## src/rtl/ucode_fetch_dec_if.sv

```systemverilog
// ---------------------------------------------------------------------------
// ucode_fetch_dec_if
// Bus bundle between the microcode fetch/decode block and its two external
// partners: the instruction memory (request/address out, read data back one
// cycle later) and the datapath command channel (valid/payload out, ready
// back).
//
//   im_req_o     decoder -> memory   read request
//   im_addr_o    decoder -> memory   read address
//   im_rdata_i   memory  -> decoder  read data, one cycle after im_req_o
//   cmd_valid_o  decoder -> datapath command valid
//   cmd_o        decoder -> datapath command payload (21 bits)
//   cmd_ready_i  datapath -> decoder command accept
//
// modport master : the decoder side
// modport slave  : the memory / datapath side
// ---------------------------------------------------------------------------
interface ucode_fetch_dec_if #(
    parameter int IM_ADDR_WIDTH = 8,
    parameter int INSTR_WIDTH   = 24
);
    logic                     im_req_o;
    logic [IM_ADDR_WIDTH-1:0] im_addr_o;
    logic [INSTR_WIDTH-1:0]   im_rdata_i;
    logic                     cmd_valid_o;
    logic [20:0]              cmd_o;
    logic                     cmd_ready_i;

    modport master (
        output im_req_o,
        output im_addr_o,
        input  im_rdata_i,
        output cmd_valid_o,
        output cmd_o,
        input  cmd_ready_i
    );

    modport slave (
        input  im_req_o,
        input  im_addr_o,
        output im_rdata_i,
        input  cmd_valid_o,
        input  cmd_o,
        output cmd_ready_i
    );
endinterface

```

## src/rtl/ucode_fetch_dec.sv

```systemverilog
// ---------------------------------------------------------------------------
// ucode_fetch_dec
// Microcode sequencer front end: fetches 24-bit instructions from a
// synchronous instruction memory, decodes the 3-bit opcode and drives the
// PC / hardware-loop unit and the datapath command channel.
//
// Ports
//   clk_i, rst_ni        clock, synchronous active-low reset
//   start_i/start_addr_i start request and entry address (honoured in IDLE)
//   busy_o               high whenever the sequencer is not idle
//   done_o / err_o       one-cycle pulses on END / illegal opcode
//   pc_i                 current PC from the PC/hw-loop unit
//   pc_en_o              PC advance / loop-evaluate strobe
//   pc_we_o, pc_o        PC overwrite strobe and value
//   hwl_we_o, hwl_sel_o, hwl_end_addr_o, hwl_iterations_o
//                        hw-loop configuration strobe and fields
//   bus                  instruction memory + command channel (master side)
//
// Opcodes (instr[23:21]): 000 NOP, 001 LOOP, 010 JUMP, 011 WAIT, 100 CMD,
// 111 END, 101/110 illegal.
//
// Instruction timing: FETCH spends one cycle requesting the word and one
// cycle capturing the returned data into instr_q; EXEC then decodes instr_q.
// Strobes are decoded from registered state; only the start acceptance in
// IDLE and the command handshake in CMD also look at an input.
// ---------------------------------------------------------------------------
module ucode_fetch_dec #(
    parameter int IM_ADDR_WIDTH = 8,
    parameter int HWL_SEL_WIDTH = 2,
    parameter int INSTR_WIDTH   = 24
) (
    input  logic                     clk_i,
    input  logic                     rst_ni,
    input  logic                     start_i,
    input  logic [IM_ADDR_WIDTH-1:0] start_addr_i,
    output logic                     busy_o,
    output logic                     done_o,
    output logic                     err_o,
    input  logic [IM_ADDR_WIDTH-1:0] pc_i,
    output logic                     pc_en_o,
    output logic                     pc_we_o,
    output logic [IM_ADDR_WIDTH-1:0] pc_o,
    output logic                     hwl_we_o,
    output logic [HWL_SEL_WIDTH-1:0] hwl_sel_o,
    output logic [IM_ADDR_WIDTH-1:0] hwl_end_addr_o,
    output logic [7:0]               hwl_iterations_o,
    ucode_fetch_dec_if.master        bus
);

    typedef enum logic [2:0] {
        S_IDLE,
        S_FETCH,
        S_EXEC,
        S_LCFG,
        S_WAIT,
        S_CMD
    } state_t;

    localparam logic [2:0] OP_NOP  = 3'b000;
    localparam logic [2:0] OP_LOOP = 3'b001;
    localparam logic [2:0] OP_JUMP = 3'b010;
    localparam logic [2:0] OP_WAIT = 3'b011;
    localparam logic [2:0] OP_CMD  = 3'b100;
    localparam logic [2:0] OP_END  = 3'b111;

    state_t                   state_q, state_d;
    logic                     fetch_wait_q, fetch_wait_d;  // 1 = data-capture cycle of FETCH
    logic [INSTR_WIDTH-1:0]   instr_q, instr_d;
    logic [15:0]              wait_cnt_q, wait_cnt_d;
    logic [HWL_SEL_WIDTH-1:0] loop_sel_q, loop_sel_d;
    logic [IM_ADDR_WIDTH-1:0] loop_end_q, loop_end_d;
    logic [7:0]               loop_iter_q, loop_iter_d;

    logic                     pc_en;
    logic                     pc_we;
    logic [IM_ADDR_WIDTH-1:0] pc_val;
    logic                     hwl_we;
    logic                     done;
    logic                     err;
    logic                     im_req;
    logic                     cmd_valid;
    logic [2:0]               opcode;

    assign opcode = instr_q[23:21];

    always_comb begin
        state_d      = state_q;
        fetch_wait_d = fetch_wait_q;
        instr_d      = instr_q;
        wait_cnt_d   = wait_cnt_q;
        loop_sel_d   = loop_sel_q;
        loop_end_d   = loop_end_q;
        loop_iter_d  = loop_iter_q;
        pc_en        = 1'b0;
        pc_we        = 1'b0;
        pc_val       = '0;
        hwl_we       = 1'b0;
        done         = 1'b0;
        err          = 1'b0;
        im_req       = 1'b0;
        cmd_valid    = 1'b0;

        case (state_q)
            S_IDLE: begin
                if (start_i) begin
                    pc_we        = 1'b1;
                    pc_val       = start_addr_i;
                    fetch_wait_d = 1'b0;
                    state_d      = S_FETCH;
                end
            end

            S_FETCH: begin
                if (!fetch_wait_q) begin
                    im_req       = 1'b1;
                    fetch_wait_d = 1'b1;
                end else begin
                    // Memory data is valid now; keep a registered copy for EXEC.
                    instr_d      = bus.im_rdata_i;
                    fetch_wait_d = 1'b0;
                    state_d      = S_EXEC;
                end
            end

            S_EXEC: begin
                case (opcode)
                    OP_NOP: begin
                        pc_en   = 1'b1;
                        state_d = S_FETCH;
                    end
                    OP_LOOP: begin
                        // PC advances now so that pc_i already points at the
                        // loop body start while LCFG writes the loop registers.
                        pc_en       = 1'b1;
                        loop_sel_d  = HWL_SEL_WIDTH'(instr_q[20:19]);
                        loop_end_d  = IM_ADDR_WIDTH'(instr_q[15:8]);
                        loop_iter_d = instr_q[7:0];
                        state_d     = S_LCFG;
                    end
                    OP_JUMP: begin
                        pc_we   = 1'b1;
                        pc_val  = instr_q[IM_ADDR_WIDTH-1:0];
                        state_d = S_FETCH;
                    end
                    OP_WAIT: begin
                        wait_cnt_d = instr_q[15:0];
                        state_d    = S_WAIT;
                    end
                    OP_CMD: begin
                        state_d = S_CMD;
                    end
                    OP_END: begin
                        done    = 1'b1;
                        state_d = S_IDLE;
                    end
                    default: begin
                        err     = 1'b1;
                        state_d = S_IDLE;
                    end
                endcase
            end

            S_LCFG: begin
                hwl_we  = 1'b1;
                state_d = S_FETCH;
            end

            S_WAIT: begin
                // Count N spends N+1 cycles here; the advance comes on the
                // cycle the counter reads zero.
                if (wait_cnt_q == 16'd0) begin
                    pc_en   = 1'b1;
                    state_d = S_FETCH;
                end else begin
                    wait_cnt_d = wait_cnt_q - 16'd1;
                end
            end

            S_CMD: begin
                cmd_valid = 1'b1;
                if (bus.cmd_ready_i) begin
                    pc_en   = 1'b1;
                    state_d = S_FETCH;
                end
            end

            default: begin
                state_d = S_IDLE;
            end
        endcase
    end

    always_ff @(posedge clk_i) begin
        if (!rst_ni) begin
            state_q      <= S_IDLE;
            fetch_wait_q <= 1'b0;
            instr_q      <= '0;
            wait_cnt_q   <= '0;
            loop_sel_q   <= '0;
            loop_end_q   <= '0;
            loop_iter_q  <= '0;
        end else begin
            state_q      <= state_d;
            fetch_wait_q <= fetch_wait_d;
            instr_q      <= instr_d;
            wait_cnt_q   <= wait_cnt_d;
            loop_sel_q   <= loop_sel_d;
            loop_end_q   <= loop_end_d;
            loop_iter_q  <= loop_iter_d;
        end
    end

    // Payload outputs are forced to zero outside their strobe so that idle
    // buses carry no stale values.
    assign busy_o           = (state_q != S_IDLE);
    assign done_o           = done;
    assign err_o            = err;
    assign pc_en_o          = pc_en;
    assign pc_we_o          = pc_we;
    assign pc_o             = pc_val;
    assign hwl_we_o         = hwl_we;
    assign hwl_sel_o        = hwl_we ? loop_sel_q  : '0;
    assign hwl_end_addr_o   = hwl_we ? loop_end_q  : '0;
    assign hwl_iterations_o = hwl_we ? loop_iter_q : '0;
    assign bus.im_req_o     = im_req;
    assign bus.im_addr_o    = im_req ? pc_i : '0;
    assign bus.cmd_valid_o  = cmd_valid;
    assign bus.cmd_o        = cmd_valid ? instr_q[20:0] : '0;

endmodule

```

## src/flat_wrapper.sv

```systemverilog
// flat-port wrapper written by rule: the top's interface ports become plain ports
module ucode_fetch_dec_flat 
#(
    parameter int IM_ADDR_WIDTH = 8,
    parameter int HWL_SEL_WIDTH = 2,
    parameter int INSTR_WIDTH   = 24
)
  (clk_i, rst_ni, start_i, start_addr_i, busy_o, done_o, err_o, pc_i, pc_en_o, pc_we_o, pc_o, hwl_we_o, hwl_sel_o, hwl_end_addr_o, hwl_iterations_o, bus_im_req_o, bus_im_addr_o, bus_im_rdata_i, bus_cmd_valid_o, bus_cmd_o, bus_cmd_ready_i);
  ucode_fetch_dec_if #(.IM_ADDR_WIDTH(IM_ADDR_WIDTH), .INSTR_WIDTH(INSTR_WIDTH)) bus_i ();
  input  logic clk_i;
  input  logic rst_ni;
  input  logic start_i;
  input  logic [IM_ADDR_WIDTH-1:0] start_addr_i;
  output logic busy_o;
  output logic done_o;
  output logic err_o;
  input  logic [IM_ADDR_WIDTH-1:0] pc_i;
  output logic pc_en_o;
  output logic pc_we_o;
  output logic [IM_ADDR_WIDTH-1:0] pc_o;
  output logic hwl_we_o;
  output logic [HWL_SEL_WIDTH-1:0] hwl_sel_o;
  output logic [IM_ADDR_WIDTH-1:0] hwl_end_addr_o;
  output logic [7:0] hwl_iterations_o;
  output wire logic [$bits(bus_i.im_req_o)-1:0] bus_im_req_o;
  output wire logic [$bits(bus_i.im_addr_o)-1:0] bus_im_addr_o;
  input wire logic [$bits(bus_i.im_rdata_i)-1:0] bus_im_rdata_i;
  output wire logic [$bits(bus_i.cmd_valid_o)-1:0] bus_cmd_valid_o;
  output wire logic [$bits(bus_i.cmd_o)-1:0] bus_cmd_o;
  input wire logic [$bits(bus_i.cmd_ready_i)-1:0] bus_cmd_ready_i;
  assign bus_im_req_o = bus_i.im_req_o;
  assign bus_im_addr_o = bus_i.im_addr_o;
  assign bus_i.im_rdata_i = bus_im_rdata_i;
  assign bus_cmd_valid_o = bus_i.cmd_valid_o;
  assign bus_cmd_o = bus_i.cmd_o;
  assign bus_i.cmd_ready_i = bus_cmd_ready_i;
  ucode_fetch_dec #(.IM_ADDR_WIDTH(IM_ADDR_WIDTH), .HWL_SEL_WIDTH(HWL_SEL_WIDTH), .INSTR_WIDTH(INSTR_WIDTH)) u_core (.clk_i(clk_i), .rst_ni(rst_ni), .start_i(start_i), .start_addr_i(start_addr_i), .busy_o(busy_o), .done_o(done_o), .err_o(err_o), .pc_i(pc_i), .pc_en_o(pc_en_o), .pc_we_o(pc_we_o), .pc_o(pc_o), .hwl_we_o(hwl_we_o), .hwl_sel_o(hwl_sel_o), .hwl_end_addr_o(hwl_end_addr_o), .hwl_iterations_o(hwl_iterations_o), .bus(bus_i));
endmodule
```

## config.mk

```make
export PLATFORM = sky130hd
export DESIGN_NAME = ucode_fetch_dec_flat
export DESIGN_NICKNAME = d
export VERILOG_FILES = /design/src/rtl/ucode_fetch_dec_if.sv /design/src/rtl/ucode_fetch_dec.sv /design/src/flat_wrapper.sv
export SDC_FILE = /design/constraint.sdc
export NUM_CORES = 1
export LEC_CHECK = 0
export ABC_AREA = 0
export CAP_MARGIN = 20
export CORE_ASPECT_RATIO = 1.4
export CORE_MARGIN = 2
export CORE_UTILIZATION = 40
export DETAILED_ROUTE_END_ITERATION = 10
export PLACE_DENSITY = 0.79
export SLEW_MARGIN = 10
export SYNTH_ARGS = -nofsm -noshare
export SYNTH_HDL_FRONTEND = slang
export SYNTH_SLANG_ARGS = --single-unit
```

## constraint.sdc

```tcl
create_clock -name clk_i -period 3.2 [get_ports clk_i]
set_clock_uncertainty 0.15 [all_clocks]
set_input_delay 0.64 -clock clk_i [delete_from_list [all_inputs] [get_ports clk_i]]
set_output_delay 0.64 -clock clk_i [all_outputs]
set_load 0.05 [all_outputs]
```

==> out/metrics.csv <==
stage,metric,value,unit
sta,tns,0,ps
clock_network,cts_sinks,62,
cells_and_area,multi_input_area,0.00188,mm²
worst_hold_path,holdPathEnd,u_core.loop_iter_q[1],
drt,via_per_inst,5.60,
placed_design,hpwl,7.59,mm
cells_and_area,final.fill_count,652,
synthesis,synth-edff-count,0,
run,maxCapViolations,0,
power_and_ir_drop,p_leak,1.91,nW
worst_hold_path,hold_path_class,flip-flop to flip-flop,
placed_design,place_area,0.00489,mm²
sta,period_minus_slack,3120,ps
synthesis,synth_cell_types,54,
die,row_count,39,
critical_path,endpoint_kind,output port,
die,dieArea,0.00903,mm²
synthesis,synth.yosys.warnings,0,
sta,max_slew_margin,35.8,%
cells_and_area,final_nets,580,
critical_path,path_buf_inv,1,
synthesis,ys_seq_elements,62,
die,die_height,112,µm
grt,grt_usage,25.3,%
clock_network,cts_root_buf,clkbuf_16,
clock_network,numCtsBuffers,9,
cells_and_area,drive_above_1_share,18.6,%
clock_network,clk_pin_slew,60,ps
sta,fin_crit_sh,97.6,%
critical_path,startpoint_type,flip-flop,
critical_path,slowest_stage,nor4b_4,
worst_hold_path,hp-start,u_core.loop_iter_q[1],
critical_path,max_stage_delay,580,ps
synthesis,syn_avg_cell_area,7.49,µm²
cells_and_area,syn2layout_area_growth,57.5,%
power_and_ir_drop,power.density,648,mW/mm²
grt,antenna_found_initial,0,
power_and_ir_drop,irDropWorstVdd,0.424,mV
critical_path,r2r_slack,810,ps
synthesis,async_flop_share,0,%
placed_design,routabilityCongestion,0.844,
grt,grt_pass1_wl,17.9,mm
synthesis,syn_inst,442,
drt,via_count,3589,
cells_and_area,seqCellArea,0.00124,mm²
sta,setup_violations,0,
drt,wl_met2,5.72,mm
clock_network,post_cts_buffers,0,
outcome,status,completed,
grt,first_global_vias,3645,
die,initial_core_util,40.9,%
power_and_ir_drop,finalPower,3.38,mW
placed_design,numPortBuffers,106,
cells_and_area,design_area,0.00521,mm²
drt,top_layer,met4,
clock_network,cts_max_level,3,
drt,routed_wl,10.8,mm
clock_network,cts_max_path_buffers,2,
critical_path,arrival,2330,ps
die,dieWidth,80.9,µm
critical_path,required,2410,ps
die,core,0.00810,mm²
drt,drc,0,
critical_path,cp_max_fo,11,
grt,grt_remaining_overflow,0,
critical_path,r2r_start,u_core.wait_cnt_q[0],
sta,hold_viol_final,0,
critical_path,crit_chain,"or3b_4, nor4b_4, a22o_1, buf_12",
die,ioPinCount,107,
sta,fmax,0.320,GHz
synthesis,ys_seq_area_share,37.5,%
grt,grt_max_degree,34,
worst_hold_path,min_path_cells,2,
synthesis,syn_nets,488,
drt,firstDrtPassIters,5,
critical_path,reg2regPathDepth,7,
drt,ant_nets,0,
sta,drv_slew,0,
drt,wire_per_inst,16.9,µm
synthesis,synthFlopType,dfxtp_1,
critical_path,path_delay_family,simple AND/OR/NAND/NOR gates,
cells_and_area,n_antenna_cell,0,
critical_path,worst-setup-path-type,flip-flop to output port,
synthesis,synth_area,0.00331,mm²
sta,rsz0062_at_grt,false,
drt,wl_met3,623,µm
sta,worst_slew_pin_slew,961,ps
clock_network,clk-insertion-delay-late,330,ps
drt,drt_iter0_drc,356,
critical_path,worstReg2RegEnd,u_core.wait_cnt_q[10],
clock_network,cts_tree,done,
drt,wl_met1,4.22,mm
-- tightest hold or removal path, delay by kind of cell (launching register included) --
| family | cells | cell delay, ps |
|---|---|---|
| AOI/OAI and AO/OA | 1 | 50 |
| DFF | 1 | 300 |
| and+or+nand+nor | 1 | 50 |
-- state kept, by name, summed over array words and instances (netlist names) --
register,flops
u_core.fetch_wait_q,1
u_core.instr_q,24
u_core.loop_end_q,8
u_core.loop_iter_q,8
u_core.loop_sel_q,2
u_core.state_q,3
u_core.wait_cnt_q,16
-- layout make-up --
| class | count | area share [%] |
|---|---|---|
| inverter | 7 | 0.504 |
| clock inverter | 7 | 1.90 |
| tap | 102 | 2.45 |
| sequential | 62 | 23.8 |
| clock buffer | 9 | 4.32 |
| timing repair buffer | 115 | 31.0 |
| multi-input combinational | 339 | 36.1 |
-- timing repair --
| action | in CTS | in global routing |
|---|---|---|
| resized for setup | 0 | 0 |
| hold buffers | 0 | 0 |
| endpoints found under the setup margin | 0 | 2 |
-- cell families (layout without fill, tap and decap cells) --
group | count (synthesis) | in the layout | share of synthesized area (%)
AOI/OAI and AO/OA | 116 | 116 | 22.1
xor gates and xnor gates | 1 | 1 | 0.265
adders and majority gates | 2 | 2 | 0.756
buffers and inverters | 41 | 138 | 5.71
DFF | 62 | 62 | 37.5
and+or+nand+nor | 220 | 220 | 33.7
-- how the worst max path moves through the flow --
stage / start / slack [ps] / end / cells past startpoint
after floorplan: u_core.state_q[0] / 160 / pc_en_o / 5
after global placement: start_i / 480 / pc_o[5] / 6
after detailed placement: u_core.state_q[1] / 410 / pc_o[4] / 4
after CTS: u_core.state_q[1] / 40 / pc_o[4] / 4
after global routing: u_core.state_q[1] / 30 / pc_o[2] / 4
final: u_core.state_q[1] / 80 / pc_o[4] / 4
-- cell usage after synthesis, types with 2 or more instances --
cell type  instances  area share [%]
a22o_1             8             2.1
nand2_1          108              12
o31ai_1            6             1.4
o21ai_0           12             1.8
nand3_1            5            0.76
o32ai_1            2            0.53
buf_6              2            0.68
and3_1             3            0.57
nor4_2             2            0.76
a22oi_1            4            0.91
o211ai_1           4            0.91
dfxtp_1           62              38
buf_4              2            0.45
a21o_1             5             1.1
o21a_1             2            0.45
a21oi_1           59             8.9
a211o_1            2            0.53
and2_1            50             9.5
or3b_1             2            0.53
nor4_1             3            0.57
a221oi_1           2            0.53
nand2b_1           5            0.95
buf_2             10             1.5
nand3b_1           2            0.45
nor2_1            20             2.3
clkbuf_1          20             2.3
a31oi_1            2            0.38
inv_1              5            0.57
ha_1               2            0.76
nor3_1             7             1.1
-- routing by layer --
layer	GRT usage [%]	vias up
met5	0	-
met4	10.7	0
met3	5.27	26
met2	42.9	141
met1	30.4	1733
li1	-	1689
-- power breakdown --
part,internal [mW],switching (mW)
sequential,0.833,0.103
combinational,0.532,0.856
clock,0.684,0.368
-- per-stage QoR --
step	util [%]	hold slack [ps]	setup slack (ps)	std cells
global placement	60.3	288	483	625
detailed placement	60.3	297	414	625
floorplan	-	282	157	442
CTS	64.3	307	35.9	641
finish	64.3	305	77.7	641
global route	64.3	329	27.5	641
-- placed cells by master, fill, tap and decap left out, types with 8 or more instances in the layout --
| cell type | netlist | final |
|---|---|---|
| a21oi_1 | 59 | 59 |
| a22o_1 | 8 | 8 |
| and2_1 | 50 | 50 |
| buf_12 | 0 | 51 |
| buf_4 | 2 | 19 |
| clkbuf_16 | 0 | 9 |
| clkdlybuf4s50_1 | 0 | 45 |
| dfxtp_1 | 62 | 62 |
| nand2_1 | 108 | 108 |
| nor2_1 | 20 | 20 |
| o21ai_0 | 12 | 12 |
Note: power is estimated with default switching activity, not from simulation.
==> RTL edit 1, RTL diff (config.mk and constraints unchanged) <==
`HWL_SEL_WIDTH` is set to 2 in 2 places; all go to 3.
--- a/src/rtl/ucode_fetch_dec.sv
+++ b/src/rtl/ucode_fetch_dec.sv
@@ -26,7 +26,7 @@
 // ---------------------------------------------------------------------------
 module ucode_fetch_dec #(
     parameter int IM_ADDR_WIDTH = 8,
-    parameter int HWL_SEL_WIDTH = 2,
+    parameter int HWL_SEL_WIDTH = 3,
     parameter int INSTR_WIDTH   = 24
 ) (
     input  logic                     clk_i,
--- a/src/flat_wrapper.sv
+++ b/src/flat_wrapper.sv
@@ -2,7 +2,7 @@
 module ucode_fetch_dec_flat 
 #(
     parameter int IM_ADDR_WIDTH = 8,
-    parameter int HWL_SEL_WIDTH = 2,
+    parameter int HWL_SEL_WIDTH = 3,
     parameter int INSTR_WIDTH   = 24
 )
   (clk_i, rst_ni, start_i, start_addr_i, busy_o, done_o, err_o, pc_i, pc_en_o, pc_we_o, pc_o, hwl_we_o, hwl_sel_o, hwl_end_addr_o, hwl_iterations_o, bus_im_req_o, bus_im_addr_o, bus_im_rdata_i, bus_cmd_valid_o, bus_cmd_o, bus_cmd_ready_i);
Interface: changed (resized hwl_sel_o); port bits go from 107 to 108. No check against the original RTL was run, so the function may have changed too.
==> RTL edit 1 against the unedited design <==
Final area decreased by 9.9%. Combinational power decreased by 34%. Total power decreased by 17%. Non-clock buffer count unchanged. Synthesized area decreased by 1.2%. Wire length decreased by 6.3%. Sequential power decreased by 6.1%. Largest cell class unchanged. Sequential cell count unchanged. Worst hold slack got worse by 4.8 ps. Clock power decreased by 6%. Setup slack improved by 82 ps. Die area decreased by 1.1%.
==> RTL edit 1: results (changes against the unedited design) <==
grt_pass1_wl_mm: 16.5  # was 17.9 mm
m1WireLength_mm: 4.05  # was 4.22 mm
wl_met2_mm: 5.19  # was 5.72 mm
grt_use_met3_pct: 3.34  # was 5.27%
slew-limit-headroom_pct: 41.1  # was 35.8%
synthDistinctLibCells: 57  # was 54
gp_congestion: 0.874  # was 0.844
met3_length_um: 660  # was 623 um
synth_common_cells: "nand2_1, dfxtp_1, a21oi_1, and2_1, nor2_1"  # was nand2_1, dfxtp_1, a21oi_1, and2_1
final_nets: 577  # was 580
yosys-top-cells-area: "dfxtp_1, nand2_1, and2_1"  # unchanged
routed_wl_mm: 10.1  # was 10.8 mm
layout-drive-gt1-share_pct: 18.1  # was 18.6%
cts_resized: 0  # unchanged
grtUsageTotal_pct: 23.5  # was 25.3%
dp_hpwl_mm: 7.20  # was 7.59 mm
p_leak_nw: 1.85  # was 1.91 nW
ys_seq_area_share_pct: 37.9  # was 37.5%
grt_use_met1_pct: 29.9  # was 30.4%
fill_cells: 736  # was 652
grt_max_degree: 35  # was 34
crit_fanout: 12  # was 11
drtIter0Drc: 256  # was 356
vdd_ir_drop_max_v: 0.000353  # was 0.000424 V
cpMaxStageDelayCell: "or4b_4"  # was nor4b_4
grt_pass1_vias: 3315  # was 3645
vias_per_cell: 5.44  # was 5.60
max_stage_delay_ps: 540  # was 580 ps
syn_nets: 482  # was 488
dp_slack_ps: 386  # was 414 ps
outcome: "finished clean"  # unchanged
cp.arrival_ps: 2250  # was 2330 ps
[RTL edit 1: worst paths after layout]
path                                           start                    end  slack, ps  cells after the start
worst max-delay path               u_core.state_q[1]                pc_o[3]        160                      5
worst min-delay path              u_core.instr_q[16]     u_core.instr_q[16]        300                      2
worst max register to register  u_core.wait_cnt_q[0]  u_core.wait_cnt_q[10]        650                      8
worst min register to register    u_core.instr_q[16]     u_core.instr_q[16]        300                      2
[RTL edit 1: cell type report]
type / count / area, um2 / share of cell area [%]
clock buffers: 10 / 239 / 5.09
clock inverters: 6 / 70.1 / 1.49
inverters: 4 / 15.0 / 0.320
multi-input cells: 339 / 1870 / 39.7
flip-flops and latches: 62 / 1240 / 26.4
well taps: 102 / 128 / 2.72
repair buffers: 115 / 1140 / 24.2
[RTL edit 1: kinds of logic (layout without fill, tap and decap cells)]
logic type,count (synthesis),in the layout,share of synthesized area [%]
mux,1,1,0.306
simple gates,221,221,33.2
fa+ha+maj,3,3,1.07
buf+inv,35,135,5.01
flops,62,62,37.9
compound gates,110,110,21.5
other cells,1,1,0.115
xor+xnor,3,3,0.804
[RTL edit 1: power breakdown]
| part | internal, mW | switching [mW] | leakage (nW) |
|---|---|---|---|
| sequential | 0.810 | 0.0692 | 0.500 |
| combinational | 0.370 | 0.552 | 1.20 |
| clock | 0.627 | 0.358 | 0.141 |
[RTL edit 1: per-stage QoR]
stage | std cells | power [mW] | hold WS [ps] | util [%] | cell area (um2)
2_1_floorplan | 436 | 1.44 | 282 | - | 3270
3_3_place_gp | 622 | 1.80 | 288 | 54.3 | 4370
3_5_place_dp | 622 | 1.81 | 293 | 54.3 | 4370
4_1_cts | 638 | 2.79 | 300 | 58.2 | 4680
5_1_grt | 638 | 2.90 | 323 | 58.3 | 4690
6_report | 638 | 2.79 | 300 | 58.3 | 4690
==> RTL edit 2, RTL diff (same flow settings) <==
Made on the original files. Encoding of `state_t`: now one-hot (6 bits for 6 states).
--- a/src/rtl/ucode_fetch_dec.sv
+++ b/src/rtl/ucode_fetch_dec.sv
@@ -47,13 +47,13 @@
     ucode_fetch_dec_if.master        bus
 );
 
-    typedef enum logic [2:0] {
-        S_IDLE,
-        S_FETCH,
-        S_EXEC,
-        S_LCFG,
-        S_WAIT,
-        S_CMD
+    typedef enum logic [5:0] {
+        S_IDLE  = 6'b000001,
+        S_FETCH = 6'b000010,
+        S_EXEC  = 6'b000100,
+        S_LCFG  = 6'b001000,
+        S_WAIT  = 6'b010000,
+        S_CMD   = 6'b100000
     } state_t;
 
     localparam logic [2:0] OP_NOP  = 3'b000;
Check against the original RTL: same outputs for any inputs over 10 cycles, from zero or initial values and one cycle with rst_ni low; not proved beyond that.
==> RTL edit 2 against the unedited design <==
Count of clock-buffer cells in the layout is the same. Critical path depth grew 1. Setup slack gained 130 ps. Via count grew 0.86%. Fmax grew 4.4%. Synthesized area grew 3.1%. Synthesized cell count grew 0.45%. Wire length shrank 2.3%. Sequential cell count grew 3. Final area grew 2.0%. Critical endpoint is now pc_o[7]. Largest cell class unchanged.
Power is not compared: it rests on default switching activity, and its combinational part moved more than twofold at a synthesized area within 25%.
==> RTL edit 2: results (changes against the unedited design) <==
syn_area_per_cell_um2: 7.68  # was 7.49 um2
ys_seq_area_share_pct: 38.2  # was 37.5%
r2r_slack_ps: 450  # was 810 ps
final_nets: 591  # was 580
max_stage_delay_ps: 600  # was 580 ps
yosys-top-cells-area: "dfxtp_1, and2_1, nand2_1"  # was dfxtp_1, nand2_1, and2_1
vias_per_cell: 5.55  # was 5.60
wire_per_inst_um: 16.2  # was 16.9 um
grt_pass1_wl_mm: 17.2  # was 17.9 mm
grt_use_met1_pct: 26.5  # was 30.4%
synthDistinctLibCells: 50  # was 54
r2r_end: "u_core.state_q[2]"  # was u_core.wait_cnt_q[10]
reg2reg_depth: 5  # was 7
outcome: "finished clean"  # unchanged
hold_path.startpoint: "u_core.instr_q[18]"  # was u_core.loop_iter_q[1]
r2r_start: "u_core.state_q[0]"  # was u_core.wait_cnt_q[0]
cp.arrival_ps: 2200  # was 2330 ps
dp_slack_ps: 439  # was 414 ps
grt_pass1_vias: 3558  # was 3645
drtIter0Drc: 317  # was 356
dp_cells: 636  # was 625
fill_cells: 670  # was 652
syn_nets: 490  # was 488
cpMaxStageDelayCell: "or4b_1"  # was nor4b_4
grtUsageTotal_pct: 23.7  # was 25.3%
hold-path-endpoint: "u_core.instr_q[18]"  # was u_core.loop_iter_q[1]
crit_start: "u_core.state_q[5]"  # was u_core.state_q[1]
layout-drive-gt1-share_pct: 20.5  # was 18.6%
synth_common_cells: "nand2_1, dfxtp_1, and2_1, a21oi_1, nor2_1"  # was nand2_1, dfxtp_1, a21oi_1, and2_1
endpoint: "pc_o[7]"  # was pc_o[4]
[RTL edit 2: changes by cell type after synthesis, sizes merged, moves of 4 or more]
cell,before,now
nand2,109,73
nor2,20,45
mux2i,0,19
a21oi,59,48
buf,14,6
clkbuf,20,28
nor3,8,16
o31ai,7,0
o32ai,2,9
a21o,5,0
o211ai,5,1
o21ai,13,9
or4,1,5
[RTL edit 2: final cells by class]
class	count	area, um2	share of cell area, %
Clock inverter	7	101	1.91
Clock buffer	9	225	4.24
Sequential cell	65	1300	24.5
Tap cell	102	128	2.40
Timing Repair Buffer	124	1580	29.7
Inverter	6	22.5	0.424
Multi-Input combinational cell	339	1960	36.9
[RTL edit 2: metal layers]
metal,up-vias,routed length [um]
met5,-,0
met4,0,369
met3,28,468
met2,126,5780
met1,1726,3970
li1,1740,-
[RTL edit 2: cell families after synthesis]
logic type               share of synthesized area, %
AO/OA/AOI/OAI                                    18.4
XOR/XNOR                                        0.514
multiplexers                                     5.58
adder cells (fa/ha/maj)                         0.734
AND/OR/NAND/NOR                                  31.7
flip-flops                                       38.2
buffers and inverters                            4.92
[RTL edit 2: worst min-delay path, cell delays in order (launching register included)]
cell and delay [ps]:
dfxtp_1 300, nand2_1 50, a21oi_1 50
[RTL edit 2: power by group through the flow]
stage	combinational (mW)	clock (mW)	sequential, mW
2_1_floorplan	0.142	0	0.840
3_3_place_gp	0.289	0	0.842
3_5_place_dp	0.291	0	0.843
4_1_cts	0.292	1.08	0.825
5_1_grt	0.306	1.12	0.826
6_report	0.292	1.07	0.825
[RTL edit 2: through the flow]
stage	area (um2)	power (mW)
6_report	5320	2.19
5_1_grt	5320	2.25
4_1_cts	5310	2.19
3_5_place_dp	4990	1.13
3_3_place_gp	4990	1.13
2_1_floorplan	3410	0.982
